==> config.mk <==
export PLATFORM = sky130hd
export DESIGN_NAME = sn76489_register_interface
export DESIGN_NICKNAME = d
export VERILOG_FILES = /design/src/rtl/sn76489_register_interface.sv
export SDC_FILE = /design/constraint.sdc
export NUM_CORES = 1
export LEC_CHECK = 0
export BUFFER_PORTS_ARGS = -buffer_cell sky130_fd_sc_hd__buf_4
export CAP_MARGIN = 10
export CORE_UTILIZATION = 25
export CTS_BUF_LIST = sky130_fd_sc_hd__clkbuf_8
export CTS_CLUSTER_SIZE = 20
export DETAILED_ROUTE_END_ITERATION = 8
export GPL_ROUTABILITY_DRIVEN = 0
export HOLD_SLACK_MARGIN = 0.1
export PLACE_DENSITY = 0.42
export SLEW_MARGIN = 20
export SYNTH_ARGS = -nofsm -noshare
export SYNTH_HDL_FRONTEND = slang
export SYNTH_SLANG_ARGS = --single-unit
==> constraint.sdc <==
create_clock -name clk -period 5.45 [get_ports clk]
set_input_delay 0.2725 -clock clk [delete_from_list [all_inputs] [get_ports clk]]
set_output_delay 0.2725 -clock clk [all_outputs]
set_load 0.005 [all_outputs]
==> src/rtl/sn76489_register_interface.sv <==
// SN76489 CPU write decoder: latch/data byte protocol into the PSG register file,
// plus the READY wait window that follows every accepted write.
module sn76489_register_interface #(
  parameter int WRITE_WAIT_CYCLES = 32
) (
  input  logic       clk,
  input  logic       reset_n,
  input  logic       wr_en,
  input  logic [7:0] wr_data,
  output logic       ready,
  output logic       write_dropped,
  output logic [9:0] tone0_n,
  output logic [9:0] tone1_n,
  output logic [9:0] tone2_n,
  output logic [9:0] noise_n,
  output logic       noise_feedback_type,
  output logic       noise_reset,
  output logic [3:0] att0,
  output logic [3:0] att1,
  output logic [3:0] att2,
  output logic [3:0] att3
);

  localparam int CNT_W = (WRITE_WAIT_CYCLES > 1) ? $clog2(WRITE_WAIT_CYCLES) : 1;
  localparam bit WAIT_EN = (WRITE_WAIT_CYCLES != 0);
  localparam logic [CNT_W-1:0] WAIT_INIT =
    CNT_W'((WRITE_WAIT_CYCLES > 0) ? WRITE_WAIT_CYCLES - 1 : 0);

  typedef enum logic {ST_IDLE, ST_WAIT} state_t;

  state_t           r_state, w_state_nxt;
  logic [CNT_W-1:0] r_cnt, w_cnt_nxt;

  logic [9:0] r_tone0, r_tone1, r_tone2;
  logic [2:0] r_noise_ctrl;
  logic [3:0] r_att [4];
  logic [1:0] r_latch_chan;
  logic       r_latch_type;
  logic       r_noise_reset;
  logic       r_write_dropped;

  logic       w_ready;
  logic       w_accept;
  logic       w_is_latch;
  logic [1:0] w_chan;
  logic       w_type;
  logic       w_noise_tgt;

  assign w_ready     = (r_state == ST_IDLE);
  assign w_accept    = wr_en && w_ready;
  assign w_is_latch  = wr_data[7];
  // A latch byte addresses its own target; a data byte reuses the stored latch.
  assign w_chan      = w_is_latch ? wr_data[6:5] : r_latch_chan;
  assign w_type      = w_is_latch ? wr_data[4]   : r_latch_type;
  assign w_noise_tgt = (w_chan == 2'd3) && !w_type;

  always_ff @(posedge clk) begin
    if (!reset_n) begin
      r_state <= ST_IDLE;
      r_cnt   <= '0;
    end else begin
      r_state <= w_state_nxt;
      r_cnt   <= w_cnt_nxt;
    end
  end

  always_comb begin
    w_state_nxt = r_state;
    w_cnt_nxt   = r_cnt;
    case (r_state)
      ST_IDLE: begin
        if (w_accept && WAIT_EN) begin
          w_state_nxt = ST_WAIT;
          w_cnt_nxt   = WAIT_INIT;
        end
      end
      ST_WAIT: begin
        if (r_cnt == '0) w_state_nxt = ST_IDLE;
        else             w_cnt_nxt   = r_cnt - CNT_W'(1);
      end
      default: w_state_nxt = ST_IDLE;
    endcase
  end

  always_ff @(posedge clk) begin
    if (!reset_n) begin
      r_tone0         <= '0;
      r_tone1         <= '0;
      r_tone2         <= '0;
      r_noise_ctrl    <= 3'b000;
      r_att[0]        <= 4'hF;
      r_att[1]        <= 4'hF;
      r_att[2]        <= 4'hF;
      r_att[3]        <= 4'hF;
      r_latch_chan    <= 2'd0;
      r_latch_type    <= 1'b0;
      r_noise_reset   <= 1'b0;
      r_write_dropped <= 1'b0;
    end else begin
      r_noise_reset   <= w_accept && w_noise_tgt;
      r_write_dropped <= wr_en && !w_ready;
      if (w_accept) begin
        if (w_is_latch) begin
          r_latch_chan <= wr_data[6:5];
          r_latch_type <= wr_data[4];
        end
        if (w_type) begin
          r_att[w_chan] <= wr_data[3:0];
        end else if (w_chan == 2'd3) begin
          r_noise_ctrl <= wr_data[2:0];
        end else if (w_is_latch) begin
          case (w_chan)
            2'd0:    r_tone0[3:0] <= wr_data[3:0];
            2'd1:    r_tone1[3:0] <= wr_data[3:0];
            2'd2:    r_tone2[3:0] <= wr_data[3:0];
            default: ;
          endcase
        end else begin
          case (w_chan)
            2'd0:    r_tone0[9:4] <= wr_data[5:0];
            2'd1:    r_tone1[9:4] <= wr_data[5:0];
            2'd2:    r_tone2[9:4] <= wr_data[5:0];
            default: ;
          endcase
        end
      end
    end
  end

  // Rate 3 follows tone2 live so later tone2 writes retune the noise immediately.
  always_comb begin
    case (r_noise_ctrl[1:0])
      2'b00:   noise_n = 10'h010;
      2'b01:   noise_n = 10'h020;
      2'b10:   noise_n = 10'h040;
      default: noise_n = r_tone2;
    endcase
  end

  assign noise_feedback_type = r_noise_ctrl[2];
  assign ready               = w_ready;
  assign write_dropped       = r_write_dropped;
  assign noise_reset         = r_noise_reset;
  assign tone0_n             = r_tone0;
  assign tone1_n             = r_tone1;
  assign tone2_n             = r_tone2;
  assign att0                = r_att[0];
  assign att1                = r_att[1];
  assign att2                = r_att[2];
  assign att3                = r_att[3];

endmodule

Yosys cells after proc, flatten, opt, wreduce, memory -nomap -nowiden
Memory sizes are Yosys's and may differ from the RTL's.
Index checks and enable logic that the tools add are counted.

word-level totals
  memories kept = 1
  logic and storage cells = 60
  output and inout bits = 60
  bits in read-only memories = 0
  memory bits (writable) = 16
  latch bits = 0
  register bits = 44
  bits of input ports = 11

cells by class
  equal/unequal tests = 7
  bitwise operators = 4
  $add $sub $neg = 1
  mux-type cells = 17
  multiply operators = 0
  shifts and indexed selects = 0
  divide/modulo/power cells = 0
  reductions and logical operators = 17
  order comparisons = 0

memories
  name   words  bits a word  read ports  clocked after memory_dff  wr ports  RTL line  RTL
  r_att  4      4            4           0                         4         36        logic [3:0] r_att [4];

operators by type and width
  kind                                                    count
  case mux 10 bit (3 select lines)                        1
  AND reduction 5 bit                                     6
  2-to-1 mux 5 bit                                        2
  case mux 5 bit (2 select lines)                         1
  2-to-1 mux 1 bit                                        9
  equality test 2 bit (second input constant)             3
  zero test 5 bit                                         1
  subtractor 5 x 1 -> 5 bit (second input constant)       1
  equality test 2 x 1 -> 1 bit (second input constant)    2
  logical AND 1 bit                                       4
  zero test 2 bit                                         2
  2-to-1 mux 2 bit                                        2
  2-to-1 mux 4 bit                                        1
  inverter 1 bit                                          4
  OR reduction 4 bit                                      1
  AND reduction 3 bit                                     1
  inequality test 2 x 1 -> 1 bit (second input constant)  1
  inequality test 2 bit (second input constant)           1
  case mux 1 bit (2 select lines)                         1
  AND reduction 2 bit                                     1
  zero test 1 bit                                         1

Logic depth before layout (Yosys ltp)
Gate-level depths: netlist (run 1).

  depth after elaboration = 7
  gate-level depth with buffers = 6
  gate-level depth less buffers = 5

Least setup slack after synthesis (run 1)
OpenSTA, ideal clock, no wires.

  path kind = register to register
  start point = register r_cnt[0]
  end point = register r_cnt[1]
  data arrival time = 1.605 ns
  buffers on the path = 0
  setup slack = 3.724 ns
  stages on the path, launching flop included = 6
  required time = 5.328 ns
  path through = dfxtp_1 > inv_1 > ha_1 > or4b_2 > and2_1 > o311a_1

between the ends
  word-level cells in the longest chain between the ends = 3

RTL lines
  element                                                                        RTL line  RTL
  start: declaration                                                             32        logic [CNT_W-1:0] r_cnt, w_cnt_nxt;
  start signal: assignment                                                       63        r_cnt <= w_cnt_nxt;
  subtractor 5 x 1 -> 5 bit / zero test 5 bit (equally long branches)            79, 78
  2-to-1 mux 5 bit / inequality test 2 bit (equally long branches)               --
  case mux 5 bit (2 select lines) / AND reduction 2 bit (equally long branches)  --

Several ways; a longest one is shown, not always the timed one. The select of a mux whose other input is x is not followed.
A chain may end at the register's enable or synchronous reset.

==> results.md, run 1 <==
- cell type group with the largest total delay on the critical path: compound AO/OA/AOI/OAI gates
- leading cell types by total area after synthesis: dfxtp_1 (34%), edfxtp_1 (19%), mux2i_1 (10%), nand2_1 (6.3%), a21oi_1 (2.7%)
- share of final-layout standard cells stronger than drive strength 1: 29.0%
- post-route setup TNS: 0 ns
- number of stages on the worst hold path: 3
- CTS tree: done
- post_cts resized: 0
- port buffer count: 70
- #FFs+latches synth: 60
- EDFF count, synth: 16
- final hold violations: 0
- post-route setup slack: 3.44 ns
- setup skew after layout: 0.00658 ns
- total setup violations reported at the end of the flow: 0
- via count normalized by instance count: 4.57
- post-synthesis cell count: 256
- worst slew pin tran: 0.822 ns
- Synthesis Warnings: 0
- outcome: complete, no violations
- Area growth syn-to-layout: 31.3%
- PD cells: 286 nW/um^2
- DRC: 0
- worst hold path type: in2reg
- period utilisation layout: 36.9%
- worst setup slack for register-to-register paths: 3.44 ns
- number of setup buffers added after CTS: 0
- grt total ovfl: 0
- cell area after synthesis: 2560 sq um
- FMAX: 0.498 GHz
- global-route wire length before repair: 10.7 mm
- most frequently used flop master after synthesis: dfxtp_1
- placement row count: 36
- Initial Util: 26.0%
- initial drt markers: 87
- Worst Reg-to-Reg Cells: 3
- shortest clock period the worst path allows after layout: 2.01 ns
- buffer levels on the longest clock path: 2
- Root Buffer: clkbuf_8
- required time reported for the critical path endpoint: 5.49 ns
- # H-tree levels: 3
- post-route non-filler standard cell count: 457
- total count of max-transition violations in the final report: 0
- area share of the largest cell type after synthesis: 34.5%
- commonest cells in the netlist: dfxtp_1 (44), nand2_1 (43), mux2i_1 (26), clkbuf_1 (16), edfxtp_1 (16)
- sequential element share of the synthesized area: 53.3%
- crit-path cells: nand2b_1 > o21ai_0 > a31o_2
- endpoint type of the worst setup path: flop
- number of buffers created by CTS: 9
- vias: 2089
- Critical Setup Path Class: reg2reg
- GRT Resource Usage Total: 13.8%
- net total in the final layout: 331
- end point of the most critical hold path: tone1_n[6]
- total of hold buffers inserted after clock tree synthesis: 0
- horizontal die dimension: 103 um
- final routed wirelength across all metal layers: 6.96 mm
- Yosys cell types: 43
- number of global-route vias before repair: 1875
- Vert. Die Dim: 103 um
- crit path buf inv count: 0
- total half-perimeter wirelength after legalization and detailed placement: 4.90 mm
- maximum fanout encountered on the critical timing path: 8
- Worst path depth: 3
- most used standard cell by instance count after synthesis: dfxtp_1
- clock-pin slew on the worst setup and hold paths: 0.07 ns
- setup repair after global routing missed its margin: false
- TritonCTS Sinks: 60
- Reg-to-Reg Start: r_latch_chan[0]
- slowest cell delay on critical path: 0.61 ns
- slowest cell on the critical path: o21ai_0
- max_cap viols: 0
- cell accounting for the most synthesized area: dfxtp_1
- worst slew margin relative to its limit: 44.6%
- largest vdd supply drop: 0.0000924 V
- Leakage Power: 0.00132 uW
- post-synthesis area per instance: 9.99 sq um
- Critical Path Source Type: flop
- Core ar.: 9820 sq um
- ANT cells: 0
- placed insts: 441
- number of nets produced by synthesis: 268
- Async S/R FF share, synth: 0%
- Crit path arrival time: 2.05 ns
- maximum number of pins on one net before global-route repair: 37
- latest clock arrival within the worst-skew pair: 0.34 ns
- startpoint of the worst hold path: wr_data[2]
- r2r endpoint: r_att[1][2]
- num ports: 71
- detailed-router iteration count before antenna repair: 4
- die footprint: 10600 sq um
- Antenna Nets Post-Route: 0
- worst slack at placement: 3.27 ns
- initial antenna violation count: 0
- average detailed-routed wire length per instance: 15.2 um
[layer usage]
layer | vias up | track usage [%] | routed length [um]
met4 | 0 | 7.48 | 121
met1 | 990 | 20.0 | 3450
met2 | 53 | 19.0 | 3080
met3 | 9 | 2.64 | 310
li1 | 1037 | - | -
met5 | - | 0 | 0
[cells in the final DEF (no fill, tap or decap), types with 3 or more instances in the layout]
cell type   n
nand3b_1    3
buf_4      70
nor4_1      5
clkbuf_8    9
nand3_1     8
dfxtp_1    44
o21ai_0    14
mux2i_1    26
nor2_1      5
nand2_1    43
and3_1      9
a211oi_1    3
inv_1      11
nand2b_1    3
nand4_1     4
edfxtp_1   16
a31o_2      3
a21oi_1    14
[metrics by stage]
| stage | power, uW | utilization, % | area [sq um] | hold WS, ns |
|---|---|---|---|---|
| final | 962 | 34.2 | 3360 | 0.243 |
| after global routing | 1000 | 34.2 | 3360 | 0.242 |
| after CTS | 973 | 34.1 | 3350 | 0.233 |
| after detailed placement | 590 | 32.3 | 3170 | 0.452 |
| after global placement | 589 | 32.2 | 3170 | 0.450 |
| after floorplan | 552 | - | 2560 | 0.420 |
[registers in the layout, summed over array words and instances (netlist names), 2 cells and up]
register,cells
r_att,16
tone0_n,10
tone1_n,10
tone2_n,10
r_cnt,5
r_noise_ctrl,3
r_latch_chan,2
[tightest hold or removal path, cell delays in order]
cell and delay [ns]:
buf_4 0.14, nand3_1 0.06, a21oi_1 0.06
[cell families after synthesis]
kind of cell | Yosys count | synth area share, %
AND/OR/NAND/NOR | 96 | 20.4
AO/OA/AOI/OAI | 44 | 10.6
buffers and inverters | 28 | 4.70
multiplexers | 27 | 10.6
adder cells (fa/ha/maj) | 1 | 0.489
flip-flops | 60 | 53.3
[how the worst max path moves through the flow]
stage                          from  slack [ns]          end
finish              r_latch_chan[0]        3.44  r_att[1][2]
global route        r_latch_chan[0]        3.34  r_att[1][2]
CTS                 r_latch_chan[0]        3.46  r_att[1][2]
detailed placement          reset_n        3.27  r_att[1][1]
global placement            r_state        3.34  r_att[3][0]
floorplan                  r_cnt[0]        3.72     r_cnt[1]
[area by class of cell]
type | count | area (sq um)
Clock inverter | 7 | 58.8
Timing Repair Buffer | 70 | 526
Sequential cell | 60 | 1360
Tap cell | 133 | 166
Fill cell | 1060 | 6460
Clock buffer | 9 | 124
Inverter | 10 | 37.5
Multi-Input combinational cell | 168 | 1080
[report_power, final]
group          leakage (uW)  internal, uW  switching (uW)
registers          0.000470           470            14.2
clock network     0.0000953           205             177
logic              0.000753          38.3            56.8
No activity file was read; power rests on OpenSTA's default activity.
==> inputs of run 2 (changes only) <==
Clock period 5.45 ns to 2.01 ns, I/O delays scaled along.
==> run 2 against run 1 <==
Net effect:
- fmax increased by 8.5%
- utilization rose by 2.0 points
- clock-buffer cell count grew 1
- first-iteration DRC count is 21% lower
- critical path type unchanged
- sequential cell count did not move
- largest cell class unchanged
- via count is 3.1% higher
- clock power rose to 3.1 times the previous value
- wire length fell by 1.0%
- critical path depth grew 2
==> results.md, run 2 (synthesis gave the netlist of run 1 again) <==
- Worst Reg-to-Reg Cells: 5
- setup repair after global routing missed its margin: false
- post-route non-filler standard cell count: 477
- period utilisation layout: 92.1%
- required time reported for the critical path endpoint: 2.23 ns
- Setup crit start: r_cnt[0]
- fill cell total of the finished layout: 1051
- most common cell after layout, fill and taps aside: buf_4
- Crit path arrival time: 2.07 ns
- post-route setup TNS: 0 ns
- grt total ovfl: 0
- number of setup buffers added after CTS: 0
- horizontal die dimension: 103 um
- Root Buffer: clkbuf_8
- placed insts: 454
- maximum fanout encountered on the critical timing path: 5
- FMAX: 0.540 GHz
- Vert. Die Dim: 103 um
- busiest layer in global routing: met2
- Area growth syn-to-layout: 38.9%
- GR Util met3: 2.85%
- total half-perimeter wirelength after legalization and detailed placement: 4.90 mm
- setup skew after layout: 0.00798 ns
- outcome: complete, no violations
- detailed-router iteration count before antenna repair: 4
- startpoint of the worst hold path: wr_data[7]
- cell type group with the largest total delay on the critical path: simple AND/OR/NAND/NOR gates
- Reg-to-Reg Start: r_cnt[0]
- DRC: 0
- max_cap viols: 0
- Critical Path Source Type: flop
- Antenna Nets Post-Route: 0
- global routing usage on met2: 19.9%
- die footprint: 10600 sq um
- net total in the final layout: 351
- global-route wire length before repair: 10.6 mm
- average detailed-routed wire length per instance: 14.5 um
- Worst path depth: 5
- maximum number of pins on one net before global-route repair: 36
- ANT cells: 0
- slowest cell on the critical path: or4b_2
- TritonCTS Sinks: 60
- share of final-layout standard cells stronger than drive strength 1: 31.1%
- Critical Setup Path Class: reg2reg
- latest clock arrival within the worst-skew pair: 0.34 ns
- crit-path cells: inv_1 > ha_1 > or4b_2 > and2_1 > o311a_1
- shortest clock period the worst path allows after layout: 1.85 ns
- slowest cell delay on critical path: 0.64 ns
- most flop-heavy register: r_att
- port buffer count: 70
- Initial Util: 26.0%
- worst hold path type: in2reg
- via count normalized by instance count: 4.51
- Core ar.: 9820 sq um
- # H-tree levels: 3
- worst slew margin relative to its limit: 68.7%
- total count of max-transition violations in the final report: 0
- Leakage Power: 0.00143 uW
- Critical path destination: r_cnt[1]
- total setup violations reported at the end of the flow: 0
- final hold violations: 0
- crit path buf inv count: 1
- CTS tree: done
- initial antenna violation count: 0
- number of global-route vias before repair: 2003
- max FFs per register: 16
- largest vdd supply drop: 0.000279 V
- final routed wirelength across all metal layers: 6.89 mm
- placement row count: 36
- PD cells: 784 nW/um^2
- worst setup slack for register-to-register paths: 0.16 ns
- post_cts resized: 0
- GRT Resource Usage Total: 13.8%
- vias: 2153
- worst slew pin tran: 0.457 ns
- clock-pin slew on the worst setup and hold paths: 0.07 ns
- initial drt markers: 69
- most frequent cells in the layout: buf_4 (83), dfxtp_1 (44), nand2_1 (43)
- area used by multi-input combinational logic: 1070 sq um
- buffer levels on the longest clock path: 2
- r2r endpoint: r_cnt[1]
- met1 Usage GRT: 19.0%
- combined flip-flop and latch cell area: 1360 sq um
- endpoint type of the worst setup path: flop
- number of buffers created by CTS: 9
- num ports: 71
run 2: area by class of cell:
type / count / area share [%]
clock buffers: 10 / 3.88
flip-flops and latches: 60 / 38.4
multi-input cells: 168 / 30.3
clock inverters: 6 / 2.22
inverters: 10 / 1.06
well taps: 133 / 4.69
repair buffers: 90 / 19.5
run 2: worst reg2reg max path, delay by kind of cell (launching register included):
family,cells,cell delay [ns]
compound gates,1,0.29
fa+ha+maj,1,0.17
buf+inv,1,0.07
flops,1,0.35
simple gates,2,0.88
run 2: report_power, final:
part           internal (uW)  total, uW  switching [uW]
sequential              1280       1310            35.9
clock                    721       1180             463
combinational            128        287             159
total                   2120       2780             658
run 2: layer usage:
| metal | share of wire (%) | vias to the layer above |
|---|---|---|
| met4 | 1.6 | 0 |
| met2 | 45 | 48 |
| met3 | 3.9 | 8 |
| li1 | - | 1078 |
| met5 | 0 | - |
| met1 | 49 | 1019 |
run 2: worst min-delay path by stage:
stage	end	slack [ns]	cells after the start
finish	tone2_n[3]	0.14	3
global placement	write_dropped	0.40	2
detailed placement	write_dropped	0.40	2
global route	tone2_n[3]	0.16	3
floorplan	tone1_n[4]	0.25	2
CTS	tone2_n[3]	0.13	3
run 2: timing repair:
action / 4_1_cts / 5_1_grt
hold buffers: 7 / 0
setup endpoints to repair: 0 / 0
hold endpoints to repair: 12 / 0
run 2: through the flow:
stage	power [uW]	instance area, sq um	util [%]	worst slack (ns)	hold WS [ns]
6_report	2780	3550	36.1	0.159	0.145
5_1_grt	2910	3550	36.1	0.0863	0.164
2_1_floorplan	1500	2560	-	0.284	0.248
4_1_cts	2820	3550	36.1	0.174	0.125
3_5_place_dp	1620	3260	33.2	0.181	0.400
3_3_place_gp	1610	3260	33.2	0.241	0.404
